File: config.mk
export PLATFORM = sky130hd
export DESIGN_NAME = cpu_control_gen
export DESIGN_NICKNAME = d
export VERILOG_FILES = /design/src/rtl/cpu_control_gen.sv
export SDC_FILE = /design/constraint.sdc
export NUM_CORES = 1
export LEC_CHECK = 0
export CORE_ASPECT_RATIO = 0.8
export CORE_MARGIN = 8
export CORE_UTILIZATION = 38
export CTS_CLUSTER_DIAMETER = 50
export DETAILED_ROUTE_END_ITERATION = 8
export PLACE_DENSITY = 0.67
export SLEW_MARGIN = 20
export SYNTH_ARGS = -nofsm -noshare
export SYNTH_HDL_FRONTEND = slang
export SYNTH_SLANG_ARGS = --single-unit
File: constraint.sdc
create_clock -name clk -period 1.5 [get_ports clk]
set_input_delay 0.3 -clock clk [delete_from_list [all_inputs] [get_ports clk]]
set_output_delay 0.3 -clock clk [all_outputs]
set_load 0.05 [all_outputs]
File: src/rtl/cpu_control_gen.sv
// Control sequencer for a simple bus-based datapath: decodes load, move and ALU
// instructions into per-cycle register, ALU and bus-drive enables.
module cpu_control_gen #(
    parameter int NREG = 4,
    parameter int RSEL = $clog2(NREG)
) (
    input  logic            clk,
    input  logic            reset,
    input  logic            Run,
    input  logic [RSEL-1:0] Rx,
    input  logic [RSEL-1:0] Ry,
    input  logic [2:0]      Fun,
    output logic            Busy,
    output logic            Done,
    output logic            Err,
    output logic            Entern,
    output logic [2:0]      AluOp,
    output logic            Ain,
    output logic            Gin,
    output logic            Gout,
    output logic [NREG-1:0] Rout,
    output logic [NREG-1:0] Rin
);

    typedef enum logic [1:0] {IDLE, T1, T2, T3} state_t;

    localparam logic [2:0] FUN_LOAD = 3'b000;
    localparam logic [2:0] FUN_MOVE = 3'b001;
    localparam logic [2:0] FUN_ILL  = 3'b111;

    state_t          state;
    logic [2:0]      fun_q;
    logic [RSEL-1:0] rx_q;
    logic [RSEL-1:0] ry_q;

    function automatic logic [NREG-1:0] dec(input logic [RSEL-1:0] sel);
        logic [NREG-1:0] v;
        v      = '0;
        v[sel] = 1'b1;
        return v;
    endfunction

    // NOTE: all state and outputs use non-blocking assignments so every
    // register samples the pre-edge values, independent of statement order.
    always_ff @(posedge clk or posedge reset) begin
        if (reset) begin
            state  <= IDLE;
            fun_q  <= '0;
            rx_q   <= '0;
            ry_q   <= '0;
            Busy   <= 1'b0;
            Done   <= 1'b0;
            Err    <= 1'b0;
            Entern <= 1'b0;
            AluOp  <= '0;
            Ain    <= 1'b0;
            Gin    <= 1'b0;
            Gout   <= 1'b0;
            Rout   <= '0;
            Rin    <= '0;
        end else begin
            // NOTE: pulses and enables default to 0 here; a later assignment in
            // the case below overrides it, so every step only lists what is on.
            Done   <= 1'b0;
            Err    <= 1'b0;
            Entern <= 1'b0;
            Ain    <= 1'b0;
            Gin    <= 1'b0;
            Gout   <= 1'b0;
            Rout   <= '0;
            Rin    <= '0;

            case (state)
                IDLE: begin
                    if (Run) begin
                        fun_q <= Fun;
                        rx_q  <= Rx;
                        ry_q  <= Ry;
                        case (Fun)
                            FUN_LOAD: begin
                                Rin    <= dec(Rx);
                                Entern <= 1'b1;
                                Busy   <= 1'b1;
                                state  <= T1;
                            end
                            FUN_MOVE: begin
                                Rout  <= dec(Ry);
                                Busy  <= 1'b1;
                                state <= T1;
                            end
                            FUN_ILL: begin
                                Err  <= 1'b1;
                                Done <= 1'b1;
                            end
                            default: begin
                                Rout  <= dec(Rx);
                                Ain   <= 1'b1;
                                Busy  <= 1'b1;
                                state <= T1;
                            end
                        endcase
                    end
                end

                T1: begin
                    case (fun_q)
                        FUN_LOAD: begin
                            Done  <= 1'b1;
                            Busy  <= 1'b0;
                            state <= IDLE;
                        end
                        FUN_MOVE: begin
                            Rin   <= dec(rx_q);
                            state <= T2;
                        end
                        default: begin
                            Rout  <= dec(ry_q);
                            Gin   <= 1'b1;
                            AluOp <= fun_q - 3'd2;
                            state <= T2;
                        end
                    endcase
                end

                T2: begin
                    if (fun_q == FUN_MOVE) begin
                        Done  <= 1'b1;
                        Busy  <= 1'b0;
                        state <= IDLE;
                    end else begin
                        Gout  <= 1'b1;
                        Rin   <= dec(rx_q);
                        state <= T3;
                    end
                end

                T3: begin
                    Done  <= 1'b1;
                    Busy  <= 1'b0;
                    state <= IDLE;
                end

                default: begin
                    Busy  <= 1'b0;
                    state <= IDLE;
                end
            endcase
        end
    end

endmodule

==> run_results.csv, run 1 <==
group,metric,value,unit
status,status,"finished with violations",
status,violations,"setup timing",
clock_network,postCtsHoldBufs,0,
sta,skew,0.00192,ns
clock_network,cts_buffer_depth,2,
sta,relSlewSlack,0.737,
synthesis,synth_seq_cells,27,
detailed_routing,drt_iter0_drc,60,
detailed_routing,vias_per_cell,4.97,
power,p_per_area,1990,nW/µm²
global_routing,grt_antenna_before_repair,0,
floorplan,rows,17,
synthesis,syn-num-nets,115,
layout,stdcell_area,1840,µm²
sta,period_needed,1.52,ns
worst_hold_path,min_path_type,"in2async",
sta,hold_violations,0,
detailed_routing,wl_met1,1.23,mm
placement,placed_area,1770,µm²
layout,layout-drive-gt1-share,0.327,
sta,setup_slack,-0.0218,ns
clock_network,cts.clk_slew.worst_paths,0.09,ns
detailed_routing,route.met2.wl,1.30,mm
detailed_routing,num_vias,965,
power,ir_drop,1.24,mV
sta,setup_tns,-0.0423,ns
floorplan,dieArea,4990,µm²
setup_path,r2r_setup_slack,-0.02,ns
synthesis,yosysSeqAreaShare,0.598,
layout,fill_cells,217,
detailed_routing,top_layer_used,"met3",
floorplan,die_x,77.0,µm
placement,port_buffers,27,
setup_path,r2r-end,"Rin[0]$_DFF_PP0_",
setup_path,crit_required,1.68,ns
detailed_routing,wl_per_cell,13.8,µm
synthesis,avgSynthCellArea,10.8,µm²
global_routing,grt_start_max_net_pins,28,
clock_network,cts_buffers,3,
detailed_routing,ant_nets,0,
placement,place.gp.congestion,0.803,
clock_network,h-tree-depth,1,
clock_network,root_buffer,"clkbuf_8",
setup_path,rr_worst_depth,3,
setup_path,cp-endpoint,"Rin[0]$_DFF_PP0_",
sta,fin_crit_sh,1.01,
layout,register_area,676,µm²
synthesis,syn_area,1130,µm²
setup_path,worst_setup_path_start_kind,"register",
sta,finalMaxSlewViolations,0,
detailed_routing,drt-total-wl,2.67,mm
layout,n_antenna_cell,0,
setup_path,path_max_fanout,5,
floorplan,die_y,64.8,µm
layout,multi_input_area,427,µm²
global_routing,grt_overflow,0,
setup_path,worst_setup_path_end_kind,"register",
detailed_routing,route.detailed.drc,0,
job,maxCapViolCount,0,
sta,worst_pin_slew,0.389,ns
setup_path,crit_arrival,1.71,ns
synthesis,netlist-cell-type-count,30,
floorplan,core_area,2790,µm²
setup_path,path_class,"reg2reg",
global_routing,grt_first_pass_wirelength,4.65,mm
floorplan,io_pins,28,
power,leakage,0.000869,µW
sta,setup_viol,2,
sta,rsz0062_at_grt,"yes",
global_routing,track_usage,0.114,
layout,area_growth,62.9,%
clock_network,cts_tree,"done",
detailed_routing,drt_first_pass_iters,4,
clock_network,clk_latency,0.27,ns
placement,dp_hpwl,2.05,mm
clock_network,cts.sinks,27,
setup_path,startpoint,"state[0]$_DFFE_PP0P_",
detailed_routing,dr_wl_met3,146,µm
synthesis,yosysWarnings,0,
setup_path,r2r_start,"state[0]$_DFFE_PP0P_",
synthesis,synthCells,105,
sta,maxClockFrequency,657,MHz
layout,nets,167,
floorplan,start_util,0.405,
global_routing,grt_pass1_vias,968,
==> routing by layer <==
metal,track usage,vias up
met2,0.190,27
met4,0.0191,0
li1,-,470
met5,0,-
met1,0.141,468
met3,0.0413,0
==> critical path: stages (launching register included) <==
cell and delay [ns]:
dfrtp_1 0.39, or3b_4 0.43, or3_4 0.42, o32ai_2 0.20
==> per-stage QoR <==
step	total power (µW)	worst slack, ns	std cells	utilization	hold WS [ns]
CTS	3690	-0.0114	194	0.661	0.387
global route	3870	-0.0368	194	0.661	0.423
finish	3670	-0.0218	194	0.661	0.374
floorplan	2170	-0.0859	105	-	0.353
detailed placement	3230	-0.427	189	0.635	0.508
global placement	3210	-0.388	189	0.635	0.508
==> cells in the final DEF, fill, tap and decap left out, drive strengths merged, types with 3 or more instances in the layout <==
master,count
o32ai,3
nor2,3
clkbuf,3
inv,8
o21ai,5
clkdlybuf4s50,8
nor2b,4
dfrtp,27
nand3,4
nand2,20
buf,40
==> synthesized netlist by cell type <==
cell	count	share of area
and2b_1	1	0.0066
nor2b_1	4	0.022
nor3b_1	2	0.013
o311ai_0	2	0.016
a22o_1	1	0.0078
a21o_1	1	0.0066
inv_1	8	0.027
o21ai_0	5	0.022
a21oi_1	2	0.0089
o21a_1	1	0.0066
a211oi_1	1	0.0066
or3b_4	1	0.010
o22ai_1	1	0.0055
or2_2	2	0.011
o32ai_1	3	0.023
dfrtp_1	27	0.60
mux2_2	1	0.010
o211ai_1	1	0.0066
clkbuf_1	1	0.0033
nand4_1	2	0.011
or3_4	1	0.010
nor2_1	3	0.010
nand3_1	4	0.018
or4_1	2	0.013
o221ai_1	2	0.016
nand2_1	20	0.066
nor4b_1	2	0.016
mux2i_1	1	0.0089
buf_6	1	0.010
and2_1	2	0.011
==> power breakdown <==
part           switching (µW)  internal [µW]
Combinational            1010           1010
Clock                     220            186
Sequential                245            995
==> worst min-delay path by stage <==
stage,cells past startpoint,slack (ns),start,to
final,3,0.37,reset,Ain$_DFF_PP0_
after global routing,3,0.42,reset,Ain$_DFF_PP0_
after CTS,3,0.39,reset,Ain$_DFF_PP0_
after detailed placement,2,0.51,ry_q[1]$_DFFE_PP0P_,ry_q[1]$_DFFE_PP0P_
after global placement,2,0.51,ry_q[1]$_DFFE_PP0P_,ry_q[1]$_DFFE_PP0P_
after floorplan,1,0.35,reset,Ain$_DFF_PP0_
==> cell families after synthesis <==
family / count (synthesis) / synth area share
flops: 27 / 0.598
simple gates: 46 / 0.218
mux: 2 / 0.0188
compound gates: 20 / 0.125
buf+inv: 10 / 0.0399
==> sequential cells by signal, summed over array words and instances, names as in the netlist <==
register	flops
Rin	4
ry_q	2
Gout	1
Ain	1
AluOp	3
rx_q	2
Busy	1
fun_q	3
Done	1
Rout	4
Entern	1
Err	1
Gin	1
state	2
==> final cells by class <==
cell class,count,area share
Clock buffer,3,0.0224
Clock inverter,1,0.00272
Inverter,8,0.0163
Multi-Input combinational cell,68,0.232
Sequential cell,27,0.367
Tap cell,38,0.0258
Timing Repair Buffer,49,0.334
==> repair_timing <==
action | CTS | global route
setup buffers | 1 | 0
cloned | 0 | 0
pin swaps | 3 | 4
endpoints found under the setup margin | 6 | 3
gates resized for setup | 5 | 2
No activity file was read; power rests on OpenSTA's default activity.
==> inputs of run 2 (changes only) <==
--- a/config.mk
+++ b/config.mk
@@ -5,12 +5,14 @@
 export SDC_FILE = /design/constraint.sdc
 export NUM_CORES = 1
 export LEC_CHECK = 0
+export CELL_PAD_IN_SITES_DETAIL_PLACEMENT = 1
+export CELL_PAD_IN_SITES_GLOBAL_PLACEMENT = 1
 export CORE_ASPECT_RATIO = 0.8
 export CORE_MARGIN = 8
-export CORE_UTILIZATION = 38
+export CORE_UTILIZATION = 33
 export CTS_CLUSTER_DIAMETER = 50
 export DETAILED_ROUTE_END_ITERATION = 8
-export PLACE_DENSITY = 0.67
+export PLACE_DENSITY_LB_ADDON = 0.1
 export SLEW_MARGIN = 20
 export SYNTH_ARGS = -nofsm -noshare
 export SYNTH_HDL_FRONTEND = slang
==> run_results.csv, run 2 (synthesis results as in run 1) <==
group,metric,value,unit
status,status,"finished with violations",
status,violations,"setup timing",
job,maxCapViolCount,0,
setup_path,path_class,"reg2reg",
placement,dp.cells,194,
layout,layout_commonest_cell,"dfrtp_1",
detailed_routing,drt_first_pass_iters,4,
layout,layout-drive-gt1-share,0.373,
sta,period_needed,1.57,ns
sta,rsz0062_at_grt,"yes",
detailed_routing,drt_iter0_drc,33,
detailed_routing,ant_nets,0,
power,leakage,0.000884,µW
sta,skew,0.00669,ns
placement,dp_hpwl,2.62,mm
global_routing,grt_pass1_vias,1107,
floorplan,dieArea,5560,µm²
detailed_routing,wl_per_cell,17.1,µm
setup_path,crit_required,1.68,ns
layout,fin_cells,200,
sta,relSlewSlack,0.743,
global_routing,grt_first_pass_wirelength,5.53,mm
power,p_per_area,2040,nW/µm²
setup_path,crit_arrival,1.76,ns
global_routing,grt_overflow,0,
setup_path,worst_setup_path_start_kind,"register",
floorplan,core_area,3350,µm²
sta,fin_crit_sh,1.05,
detailed_routing,num_vias,993,
sta,maxClockFrequency,635,MHz
floorplan,rows,19,
layout,n_antenna_cell,0,
placement,port_buffers,27,
sta,finalMaxSlewViolations,0,
sta,setup_viol,6,
clock_network,cts_buffer_depth,2,
placement,place.gp.congestion,0.887,
global_routing,grt_start_max_net_pins,28,
sta,setup_slack,-0.0743,ns
power,ir_drop,0.963,mV
detailed_routing,drt-total-wl,3.41,mm
sta,worst_pin_slew,0.379,ns
global_routing,track_usage,0.132,
floorplan,die_x,81.4,µm
worst_hold_path,min_path_type,"in2async",
clock_network,clk_latency,0.28,ns
floorplan,die_y,68.3,µm
floorplan,io_pins,28,
detailed_routing,vias_per_cell,4.97,
layout,reg.largest.list,"Rin: 4 flops, Rout: 4 flops",
global_routing,grt_antenna_before_repair,0,
clock_network,h-tree-depth,1,
layout,nets,169,
clock_network,cts_buffers,3,
layout,area_growth,68.5,%
sta,hold_slack,0.396,ns
sta,hold_violations,0,
clock_network,cts.sinks,27,
clock_network,cts_tree,"done",
floorplan,start_util,0.337,
setup_path,path_max_fanout,5,
clock_network,cts.clk_slew.worst_paths,0.10,ns
setup_path,worst_setup_path_end_kind,"register",
placement,pre_cts_ws,-0.502,ns
layout,final_cell_mix,"27 x dfrtp_1, 23 x buf_4, 20 x nand2_1",
clock_network,root_buffer,"clkbuf_8",
detailed_routing,route.detailed.drc,0,
run 2: timing repair:
| action | 4_1_cts | 5_1_grt |
|---|---|---|
| buffers inserted | 2 | 0 |
| resized for setup | 7 | 8 |
| hold buffers | 0 | 0 |
| setup endpoints to repair | 7 | 12 |
| pin swaps | 3 | 2 |
run 2: cell type report:
type	instances	area, µm²
Tap cell	42	52.6
Multi-Input combinational cell	68	464
Fill cell	357	1450
Clock buffer	3	41.3
Inverter	8	30.0
Clock inverter	1	7.51
Timing Repair Buffer	51	633
Sequential cell	27	676
run 2: final timing paths:
kind | startpoint | endpoint | slack [ns] | cells past startpoint
worst max-delay path | state[0]$_DFFE_PP0P_ | Rin[1]$_DFF_PP0_ | -0.07 | 3
worst min-delay path | reset | Rin[2]$_DFF_PP0_ | 0.40 | 3
worst max register to register | state[0]$_DFFE_PP0P_ | Rin[1]$_DFF_PP0_ | -0.07 | 3
worst min register to register | rx_q[0]$_DFFE_PP0P_ | Rin[2]$_DFF_PP0_ | 0.56 | 1
max in group asynchronous | reset | Gin$_DFF_PP0_ | 0.84 | 3
min in group clk | rx_q[0]$_DFFE_PP0P_ | Rin[2]$_DFF_PP0_ | 0.56 | 1
run 2: stage by stage:
| step | total power (µW) | utilization | cell area, µm² | setup TNS [ns] |
|---|---|---|---|---|
| 2_1_floorplan | 2170 | - | 1130 | -0.0859 |
| 3_3_place_gp | 3260 | 0.532 | 1780 | -3.94 |
| 3_5_place_dp | 3330 | 0.532 | 1780 | -4.35 |
| 4_1_cts | 3820 | 0.557 | 1870 | -0.0922 |
| 5_1_grt | 4070 | 0.568 | 1900 | -0.752 |
| 6_report | 3880 | 0.568 | 1900 | -0.205 |
run 2: report_power, final:
| part | internal, µW | switching [µW] |
|---|---|---|
| logic | 1080 | 1110 |
| clock network | 189 | 239 |
| registers | 994 | 265 |
run 2: worst max-delay path, cell delays in order (launching register included):
cell	delay, ns
dfrtp_1	0.43
or3b_4	0.40
or3_4	0.43
o32ai_4	0.23
run 2: per-layer routing:
metal / global-route usage / up-vias / wire (µm)
met4: 0.0333 / 0 / 32
met2: 0.220 / 21 / 1600
met3: 0.0367 / 5 / 196
met5: 0 / - / 0
li1: - / 473 / -
met1: 0.164 / 494 / 1580
==> inputs of run 3 (changes only) <==
==> constraint.sdc (replaced) <==
create_clock -name clk -period 1.4 [get_ports clk]
set_input_delay 0.28 -clock clk [delete_from_list [all_inputs] [get_ports clk]]
set_output_delay 0.28 -clock clk [all_outputs]
set_load 0.05 [all_outputs]
==> run_results.csv, run 3 (synthesis results as in run 1) <==
group,metric,value,unit
clock_network,clk_latency,0.28,ns
global_routing,grt_antenna_before_repair,0,
sta,setup_slack,-0.125,ns
layout,stdcell_area,2120,µm²
global_routing,grt_pass1_vias,1096,
global_routing,grt_first_pass_wirelength,5.45,mm
setup_path,path_class,"reg2reg",
layout,nets,179,
layout,area_growth,88.0,%
layout,reg.largest.list,"Rin: 4 flops, Rout: 4 flops",
sta,rsz0062_at_grt,"yes",
worst_hold_path,min_path_type,"in2async",
layout,n_antenna_cell,0,
detailed_routing,drt-total-wl,3.62,mm
sta,maxClockFrequency,656,MHz
clock_network,cts_buffer_depth,2,
clock_network,postCtsHoldBufs,0,
setup_path,r2r-end,"Rout[3]$_DFF_PP0_",
status,status,"finished with violations",
clock_network,h-tree-depth,1,
status,violations,"setup timing",
placement,port_buffers,27,
clock_network,root_buffer,"clkbuf_8",
floorplan,die_x,81.4,µm
power,p_per_area,2170,nW/µm²
job,maxCapViolCount,0,
clock_network,cts_tree,"done",
power,leakage,0.000981,µW
clock_network,cts_buffers,3,
sta,skew,0.00387,ns
sta,hold_violations,0,
sta,finalMaxSlewViolations,0,
sta,period_needed,1.53,ns
layout,final_cell_mix,"26 x dfrtp_1, 26 x buf_4, 18 x buf_12",
floorplan,start_util,0.337,
setup_path,path_max_fanout,3,
floorplan,rows,19,
detailed_routing,drt_iter0_drc,21,
power,ir_drop,1.20,mV
setup_path,crit_arrival,1.73,ns
setup_path,rr_worst_depth,4,
power,power,4610,µW
setup_path,r2r_start,"state[0]$_DFFE_PP0P_",
detailed_routing,num_vias,1053,
sta,worst_pin_slew,0.453,ns
detailed_routing,drt_first_pass_iters,4,
setup_path,r2r_setup_slack,-0.13,ns
layout,fill_cells,336,
global_routing,grt_start_max_net_pins,28,
clock_network,cts.sinks,27,
setup_path,crit_required,1.60,ns
placement,placed_area,1840,µm²
setup_path,startpoint,"state[0]$_DFFE_PP0P_",
global_routing,track_usage,0.128,
clock_network,cts.clk_slew.worst_paths,0.09,ns
global_routing,grt_overflow,0,
detailed_routing,wl_per_cell,17.2,µm
placement,place.gp.congestion,0.954,
detailed_routing,route.detailed.drc,0,
detailed_routing,vias_per_cell,5.01,
setup_path,worst_setup_path_end_kind,"register",
layout,layout-drive-gt1-share,0.536,
placement,dp_hpwl,2.51,mm
sta,setup_viol,12,
floorplan,core_area,3350,µm²
setup_path,worst_setup_path_start_kind,"register",
floorplan,io_pins,28,
sta,fin_crit_sh,1.09,
floorplan,die_y,68.3,µm
detailed_routing,ant_nets,0,
floorplan,dieArea,5560,µm²
sta,relSlewSlack,0.697,
## run 3: worst max path at each step
stage,endpoint,slack (ns),depth (start not counted)
2_1_floorplan,Rout[2]$_DFF_PP0_,-0.19,4
3_3_place_gp,Rin[0]$_DFF_PP0_,-0.47,4
3_5_place_dp,Rout[2]$_DFF_PP0_,-0.53,4
4_1_cts,Rin[1]$_DFF_PP0_,-0.10,3
5_1_grt,Rout[3]$_DFF_PP0_,-0.14,4
6_report,Rout[3]$_DFF_PP0_,-0.13,4
## run 3: repair_timing
item                                    in CTS  in global routing
pin swaps                                    5                  5
endpoints found under the setup margin      18                 20
setup buffers                                5                  1
resized for setup                           24                 27
cloned                                       0                  0
## run 3: final cells by class
cell class,instances,area (µm²),area share
clock buffer,3,41.3,0.0194
clock inverter,1,7.51,0.00353
inverter,8,30.0,0.0141
multi-input combinational,68,576,0.271
sequential,27,677,0.319
tap,42,52.6,0.0247
timing repair buffer,61,741,0.349
## run 3: metrics by stage
stage               hold WS [ns]  cells  worst slack [ns]   util  TNS (ns)
global placement           0.524    200            -0.473  0.550     -5.52
CTS                        0.375    209            -0.103  0.596    -0.474
global route               0.384    210            -0.142  0.634     -1.42
finish                     0.360    210            -0.125  0.634    -0.660
detailed placement         0.544    200            -0.530  0.550     -6.33
floorplan                  0.333    105            -0.186      -    -0.516
## run 3: layer usage
layer  routed length (µm)  GRT usage  vias up
met5                    0          0        -
met4                   26     0.0200        0
met3                  225     0.0381        4
met2                 1660      0.205       30
met1                 1710      0.170      522
li1                     -          -      497
## run 3: power by group
group | switching [µW] | internal (µW) | total (µW)
registers | 300 | 1070 | 1370
logic | 1360 | 1430 | 2790
clock network | 248 | 202 | 451
## run 3: critical path: stages (launching register included)
cell      delay, ns
dfrtp_2        0.42
or3b_4         0.40
buf_6          0.14
or4_4          0.42
o221ai_2       0.07
